**src/rtl/retire_trace_fifo.sv**
```systemverilog
// ============================================================================
//  Module   : retire_trace_fifo
//  Brief    : Turns each cycle of CPU retirement activity into a numbered trace
//             record (REG / LOAD / STORE / HALT, optional NOP), buffers records
//             in a FIFO drained over valid/ready, and keeps cycle, instruction
//             and drop counters plus sticky halt and overflow flags.
//             Optional NOP records are enabled by defining TRACE_NOP_EN.
//  Revision : 1.0 - initial release
// ============================================================================
`default_nettype none

module retire_trace_fifo #(
    parameter int DEPTH = 16,
    parameter int CNT_W = 32
) (
    input  logic             clk,
    input  logic             rst,
    input  logic             en,
    input  logic [15:0]      pc,
    input  logic             reg_write,
    input  logic [3:0]       write_reg,
    input  logic [15:0]      write_data,
    input  logic             mem_read,
    input  logic             mem_write,
    input  logic [15:0]      mem_addr,
    input  logic [15:0]      mem_data,
    input  logic             hlt,
    output logic             out_valid,
    input  logic             out_ready,
    output logic [15:0]      out_inum,
    output logic [15:0]      out_pc,
    output logic [2:0]       out_type,
    output logic [3:0]       out_reg,
    output logic [15:0]      out_value,
    output logic [15:0]      out_addr,
    output logic [CNT_W-1:0] cycle_count,
    output logic [CNT_W-1:0] inst_count,
    output logic [CNT_W-1:0] drop_count,
    output logic             halted,
    output logic             overflow
);

    localparam int         c_AW       = $clog2(DEPTH);
    // Record layout: {inum[16], pc[16], type[3], reg[4], value[16], addr[16]}
    localparam int         c_REC_W    = 71;
    localparam logic [2:0] c_TYPE_REG   = 3'd0;
    localparam logic [2:0] c_TYPE_LOAD  = 3'd1;
    localparam logic [2:0] c_TYPE_STORE = 3'd2;
    localparam logic [2:0] c_TYPE_HALT  = 3'd3;
    localparam logic [2:0] c_TYPE_NOP   = 3'd4;
    localparam logic [CNT_W-1:0] c_CNT_MAX = {CNT_W{1'b1}};

    logic [c_REC_W-1:0] r_mem [DEPTH];
    logic [c_AW:0]      r_wrPtr;
    logic [c_AW:0]      r_rdPtr;
    logic [15:0]        r_inum;
    logic [CNT_W-1:0]   r_cycleCount;
    logic [CNT_W-1:0]   r_instCount;
    logic [CNT_W-1:0]   r_dropCount;
    logic               r_halted;
    logic               r_overflow;

    logic               w_live;
    logic               w_gen;
    logic [2:0]         w_type;
    logic [3:0]         w_reg;
    logic [15:0]        w_value;
    logic [15:0]        w_addr;
    logic               w_empty;
    logic               w_full;
    logic               w_pop;
    logic               w_push;
    logic               w_drop;
    logic [c_REC_W-1:0] w_head;

    // Capture is live only while enabled and not yet halted.
    assign w_live = en && !r_halted;

    // Classify this cycle's retirement; first matching rule wins.
    always_comb begin
        w_gen   = 1'b0;
        w_type  = c_TYPE_REG;
        w_reg   = 4'd0;
        w_value = 16'd0;
        w_addr  = 16'd0;
        if (w_live) begin
            if (reg_write && mem_read) begin
                w_gen   = 1'b1;
                w_type  = c_TYPE_LOAD;
                w_reg   = write_reg;
                w_value = write_data;
                w_addr  = mem_addr;
            end else if (reg_write) begin
                w_gen   = 1'b1;
                w_type  = c_TYPE_REG;
                w_reg   = write_reg;
                w_value = write_data;
            end else if (hlt) begin
                w_gen   = 1'b1;
                w_type  = c_TYPE_HALT;
            end else if (mem_write) begin
                w_gen   = 1'b1;
                w_type  = c_TYPE_STORE;
                w_value = mem_data;
                w_addr  = mem_addr;
            end else begin
`ifdef TRACE_NOP_EN
                w_gen   = 1'b1;
                w_type  = c_TYPE_NOP;
`else
                w_gen   = 1'b0;
`endif
            end
        end
    end

    // Extra pointer bit distinguishes full from empty when indices match.
    assign w_empty = (r_wrPtr == r_rdPtr);
    assign w_full  = (r_wrPtr[c_AW] != r_rdPtr[c_AW]) &&
                     (r_wrPtr[c_AW-1:0] == r_rdPtr[c_AW-1:0]);
    assign w_pop   = !w_empty && out_ready;
    // A pop in the same cycle frees the slot, so a push into a full FIFO survives.
    assign w_push  = w_gen && (!w_full || w_pop);
    assign w_drop  = w_gen && w_full && !w_pop;

    // Record storage; contents need no reset because outputs are masked when empty.
    always_ff @(posedge clk) begin
        if (w_push) begin
            r_mem[r_wrPtr[c_AW-1:0]] <= {r_inum, pc, w_type, w_reg, w_value, w_addr};
        end
    end

    // Pointers, sequence number, saturating counters and sticky flags.
    always_ff @(posedge clk) begin
        if (rst) begin
            r_wrPtr      <= '0;
            r_rdPtr      <= '0;
            r_inum       <= 16'd0;
            r_cycleCount <= '0;
            r_instCount  <= '0;
            r_dropCount  <= '0;
            r_halted     <= 1'b0;
            r_overflow   <= 1'b0;
        end else begin
            if (w_push) begin
                r_wrPtr <= r_wrPtr + 1'b1;
            end
            if (w_pop) begin
                r_rdPtr <= r_rdPtr + 1'b1;
            end
            if (w_live && (r_cycleCount != c_CNT_MAX)) begin
                r_cycleCount <= r_cycleCount + 1'b1;
            end
            if (w_gen) begin
                r_inum <= r_inum + 16'd1;
                if (r_instCount != c_CNT_MAX) begin
                    r_instCount <= r_instCount + 1'b1;
                end
                if (w_type == c_TYPE_HALT) begin
                    r_halted <= 1'b1;
                end
            end
            if (w_drop) begin
                r_overflow <= 1'b1;
                if (r_dropCount != c_CNT_MAX) begin
                    r_dropCount <= r_dropCount + 1'b1;
                end
            end
        end
    end

    // Head record; every field reads zero while the FIFO is empty.
    assign w_head    = w_empty ? '0 : r_mem[r_rdPtr[c_AW-1:0]];
    assign out_valid = !w_empty;
    assign out_inum  = w_head[70:55];
    assign out_pc    = w_head[54:39];
    assign out_type  = w_head[38:36];
    assign out_reg   = w_head[35:32];
    assign out_value = w_head[31:16];
    assign out_addr  = w_head[15:0];

    assign cycle_count = r_cycleCount;
    assign inst_count  = r_instCount;
    assign drop_count  = r_dropCount;
    assign halted      = r_halted;
    assign overflow    = r_overflow;

endmodule

`default_nettype wire

```
**config.mk**
```make
export PLATFORM = sky130hd
export DESIGN_NAME = retire_trace_fifo
export DESIGN_NICKNAME = d
export VERILOG_FILES = /design/src/rtl/retire_trace_fifo.sv
export SDC_FILE = /design/constraint.sdc
export NUM_CORES = 1
export LEC_CHECK = 0
export ABC_AREA = 0
export CAP_MARGIN = 10
export CORE_MARGIN = 3
export CORE_UTILIZATION = 40
export DETAILED_ROUTE_END_ITERATION = 7
export PLACE_DENSITY = 0.61
export SLEW_MARGIN = 20
export SYNTH_ARGS = -nofsm -noshare
export SYNTH_HDL_FRONTEND = slang
export SYNTH_SLANG_ARGS = --single-unit
export TNS_END_PERCENT = 50
```
**constraint.sdc**
```tcl
create_clock -name clk -period 10.5 [get_ports clk]
set_clock_uncertainty 0.2 [all_clocks]
set_input_delay 1.575 -clock clk [delete_from_list [all_inputs] [get_ports clk]]
set_output_delay 1.575 -clock clk [all_outputs]
set_load 0.01 [all_outputs]
```
# Word level (Yosys, flattened, before mapping)

Memories as Yosys holds them, arrays and structs flattened. A register that Yosys moved wholly into a read port is not among the register bits.
Cells that the tools add are included.

Flip-flop bits (word level): 124
Memory bits (writable): 1120
Output and inout port bits: 170
Word-level logic and storage cells: 66
Memories kept: 1

Memories:

| name  | depth | bits a word | rd ports | clocked after memory_dff | wr ports | RTL line | source |
|---|---|---|---|---|---|---|---|
| r_mem | 16    | 70          | 1        | 1                        | 1        | 53       | `logic [c_REC_W-1:0] r_mem [DEPTH];` |

Add/subtract/negate cells: 6
Equal/unequal tests: 7
Mux-type cells: 28
Reduce and logical (&&, ||, !) cells: 16

Operator list:

| kind                  | number |
|---|---|
| $mux 16               | 10 |
| $add 32x1->32 const B | 3 |
| $ne 32x32->1 const B  | 3 |
| $mux 71               | 1 |
| $mux 4                | 5 |
| $add 16x1->16 const B | 1 |
| $add 5x1->5 const B   | 2 |
| $mux 2                | 5 |
| $logic_and 1x1->1     | 8 |
| $mux 1                | 7 |
| $reduce_and 2->1      | 3 |
| $eq 5x5->1            | 1 |
| $eq 4x4->1            | 1 |
| $logic_not 1->1       | 4 |
| $eq 3x2->1 const B    | 1 |
| $logic_or 1x1->1      | 1 |
| $ne 1x1->1            | 1 |

# Longest topological paths before layout

Word-level depth: 8
Depth in mapped cells: 8

# Worst setup path before layout

No wires, ideal clock.

Path type: input port to flip-flop
From: input port en
To: memory r_mem[0][0] in the netlist's numbering, enable pin
Arrival time: 7279 ps
Data required time: 9716 ps
Setup slack: 2436 ps
Cell stages on the path: 5
Cells stage by stage: nor2b_1 nand2_1 a21oi_1 nand2_1 nor3_1

Word-level cells in the longest chain between the ends: 5

RTL lines:

| what                         | RTL line | source |
|---|---|---|
| from (decl)                  | 18       | `input logic en,` |
| $logic_and 1x1->1            | 77       | `assign w_live = en && !r_halted;` |
| $mux 1                       | 86       | `if (w_live) begin` |
| $logic_and 1x1->1            | 123      | `assign w_push = w_gen && (!w_full \|\| w_pop);` |
| $mux 1                       | 128      | `if (w_push) begin` |
| $mux 1 (not written as such) | 129      | `r_mem[r_wrPtr[c_AW-1:0]] <= {r_inum, pc, w_type, w_reg, w_value, w_addr};` |
| to (decl)                    | 53       |  |

Every way passes these cells.

==> reports/metrics.yaml <==
min_path:
  hold_path_class: "reg2reg"
finish:
  syn2layout_area_growth_pct: 17.6
  drive_above_1_share: 0.220
  design_area_sq_um: 57800
  fillers: 9880
  nets: 2859
  postLayoutCoreUtil: 0.478
  instances_no_fill: 4489
synth:
  synthAdderAreaFrac: 0.00229
  synth_compound_area_frac: 0.0209
  synth_top_family_by_area: "multiplexers"
  synthTopCellsByCount: "1,120 x edfxtp_1, 350 x mux4_2, 128 x dfxtp_1"
  synth-xor-area-share: 0.00713
  netlist_instances: 2476
  synthFlopType: "edfxtp_1"
  ys_warn_count: 0
  synth_area_leaders: "edfxtp_1 68%, mux4_2 16%, dfxtp_1 5.2%, nor2b_1 1.1%, nor2_1 0.76%"
  syn_area_sq_um: 49100
  netlist-cell-type-count: 50
  muxShareOfSynthArea: 0.166
  synth_top_area_frac: 0.684
  synth-edff-count: 1120
  async_flop_share: 0
  synthSimpleGateAreaFrac: 0.0558
  ys_ff_latch: 1248
  synth.most_common_cell: "edfxtp_1"
  synth_seq_area_share: 0.736
  synth_fp_nets: 2561
  synth_area_per_cell_sq_um: 19.8
  synth_top_cell_by_area: "edfxtp_1"
power_and_ir_drop:
  swShare: 0.231
  power_switching_mw: 2.64
  p_comb_frac: 0.128
  ir_drop_mv: 0.168
  seqPwrFrac: 0.483
  power_density_nw_per_um2: 198
  p_int_mw: 8.80
  clock_power_share: 0.389
  p_leak_nw: 17.1
floorplan:
  dieArea_sq_um: 127000
  start_util: 0.406
  pin_count: 246
  die_y_um: 357
  die_w_um: 357
  core_sq_um: 121000
  num_rows: 127
clock_tree:
  clkSinkCount: 1248
  cts.path.max_buffers: 3
  root_buffer: "clkbuf_16"
  cts_setup_buffers: 0
  clkTransAtPathRegs_ps: 60
  cts_buffers: 131
  post_cts_resized: 0
  postCtsHoldBufs: 0
  ctsHtreeMaxLevel: 4
  clk_latency_ps: 730
  cts_tree: "done"
critical_path:
  path_max_fanout: 49
  crit_type: "reg2out"
  cp-end-kind: "output port"
  worstPathArrival_ps: 4590
  crit_path_start_kind: "flip-flop"
  regToRegSetupSlack_ps: 5970
  worstPathRequired_ps: 8730
detailed_routing:
  viasPerCell: 5.64
  routedWlPerCell_um: 26.1
  drt_drc_violations_left: 0
  drtPass1Iterations: 5
  drtIter0Drc: 2349
  antenna_left: 0
  vias: 25300
  drt-total-wl_mm: 117
placement:
  place_area_sq_um: 53600
  gp_congestion: 0.788
  port_buffers: 244
  hpwl_mm: 66.0
  place_inst: 4251
global_route:
  grt_pass1_vias: 26600
  grt_max_degree: 156
  globalRouteTotalUtil: 0.186
  antenna_found_initial: 8
  grt_pass1_wl_mm: 176
  grt.overflow.total: 0
sta:
  worst_pin_slew_ps: 1130
  relSlewSlack: 0.244
  finalMaxSlewViolations: 0
  post-route-min-period_ps: 6360
  rsz0062_at_grt: "no"
  timing.final.hold_violations: 0
  final.period_utilization: 0.606
  fmax_mhz: 157
  setup-violations-final: 0
  tns_ps: 0
flow_run:
  maxCapViolations: 0
status:
  status: "complete, no violations"
==> cell usage in the layout (no fill, tap or decap), types with 5 or more instances in the layout <==
cell type        synthesis  layout
nand2_1                 58      58
inv_6                    0       8
inv_1                   16      16
bufinv_16                0       8
mux2i_1                  8       8
o31ai_1                 23      23
a211oi_1                 5       5
o21ai_0                 38      38
o2111ai_1                6       6
nor3_2                   0       5
nor2b_1                 87      86
a21oi_1                 73      73
or4_1                   28      28
mux2_2                  16      16
and4_1                  11      11
xor2_1                  15      15
nand3_1                 39      39
xnor2_1                 25      25
mux4_2                 350     350
buf_4                    1      43
edfxtp_1              1120    1120
dfxtp_1                128     124
nor3_1                  20      15
clkinv_1                 0      24
nand2b_1                 9       9
ha_1                     9       9
nand4_1                 38      38
nor2_4                   0      12
clkbuf_1                80      30
clkdlybuf4s50_1          0     243
clkbuf_16                0     136
clkinv_2                 0      16
a22o_1                  15      15
nor2_1                  99      84
and3_1                  16      16
and2_1                  22      22
or3_1                   36      36
nor4_1                  15      14
==> power groups by stage <==
stage               logic, mW  clock network (mW)  registers, mW
finish                   1.46                4.46           5.53
global route             1.57                4.78           5.53
CTS                      1.50                4.58           5.53
detailed placement       1.50                   0           5.63
global placement         1.49                   0           5.63
floorplan               0.976                   0           5.58
==> critical path, stage by stage, from the launching register on <==
cell and delay (ps):
dfxtp_4 1010, buf_4 890, mux4_2 620, mux4_2 540, nor2b_1 160, clkdlybuf4s50_1 560
==> routing by layer <==
metal	track usage	vias to the layer above	part of all wire
met3	0.0449	148	0.068
met2	0.303	834	0.49
met4	0.0411	4	0.016
met1	0.255	13500	0.42
li1	-	10800	-
met5	0	-	0.00026
==> registers in the layout (all words and copies together), names as in the netlist, named ones only <==
name,cells
cycle_count,32
drop_count,32
halted,1
r_rdPtr,5
r_inum,16
r_mem,1120
inst_count,32
r_wrPtr,5
overflow,1
==> per-stage QoR <==
step	hold slack [ps]	power (mW)	worst slack [ps]
finish	308	11.4	4140
global route	323	11.9	3740
CTS	307	11.6	3940
detailed placement	286	7.13	4160
global placement	265	7.12	4260
floorplan	271	6.56	2440
==> cell families after synthesis <==
| group | after synthesis |
|---|---|
| flops | 1248 |
| simple gates | 493 |
| mux | 374 |
| compound gates | 169 |
| buf+inv | 142 |
| xor+xnor | 40 |
| fa+ha+maj | 9 |
| other cells | 1 |
==> path summary, 6_finish.rpt <==
kind            startpoint            end  depth (start not counted)
min reg2reg  inst_count[1]  inst_count[1]                          2
max              flip-flop    out_inum[7]                          5
max reg2reg         halted   r_mem[6][57]                          7
min          inst_count[1]  inst_count[1]                          2
==> layout make-up <==
class / count / area [sq um] / share of cell area
Clock inverter: 66 / 614 / 0.0106
Timing Repair Buffer: 291 / 2850 / 0.0494
Multi-Input combinational cell: 1086 / 12500 / 0.217
Tap cell: 1612 / 2020 / 0.0349
Sequential cell: 1248 / 36200 / 0.627
Antenna cell: 4 / 10.0 / 0.000173
Inverter: 16 / 60.1 / 0.00104
Clock buffer: 166 / 3520 / 0.0608
No activity file was read; power rests on OpenSTA's default activity.
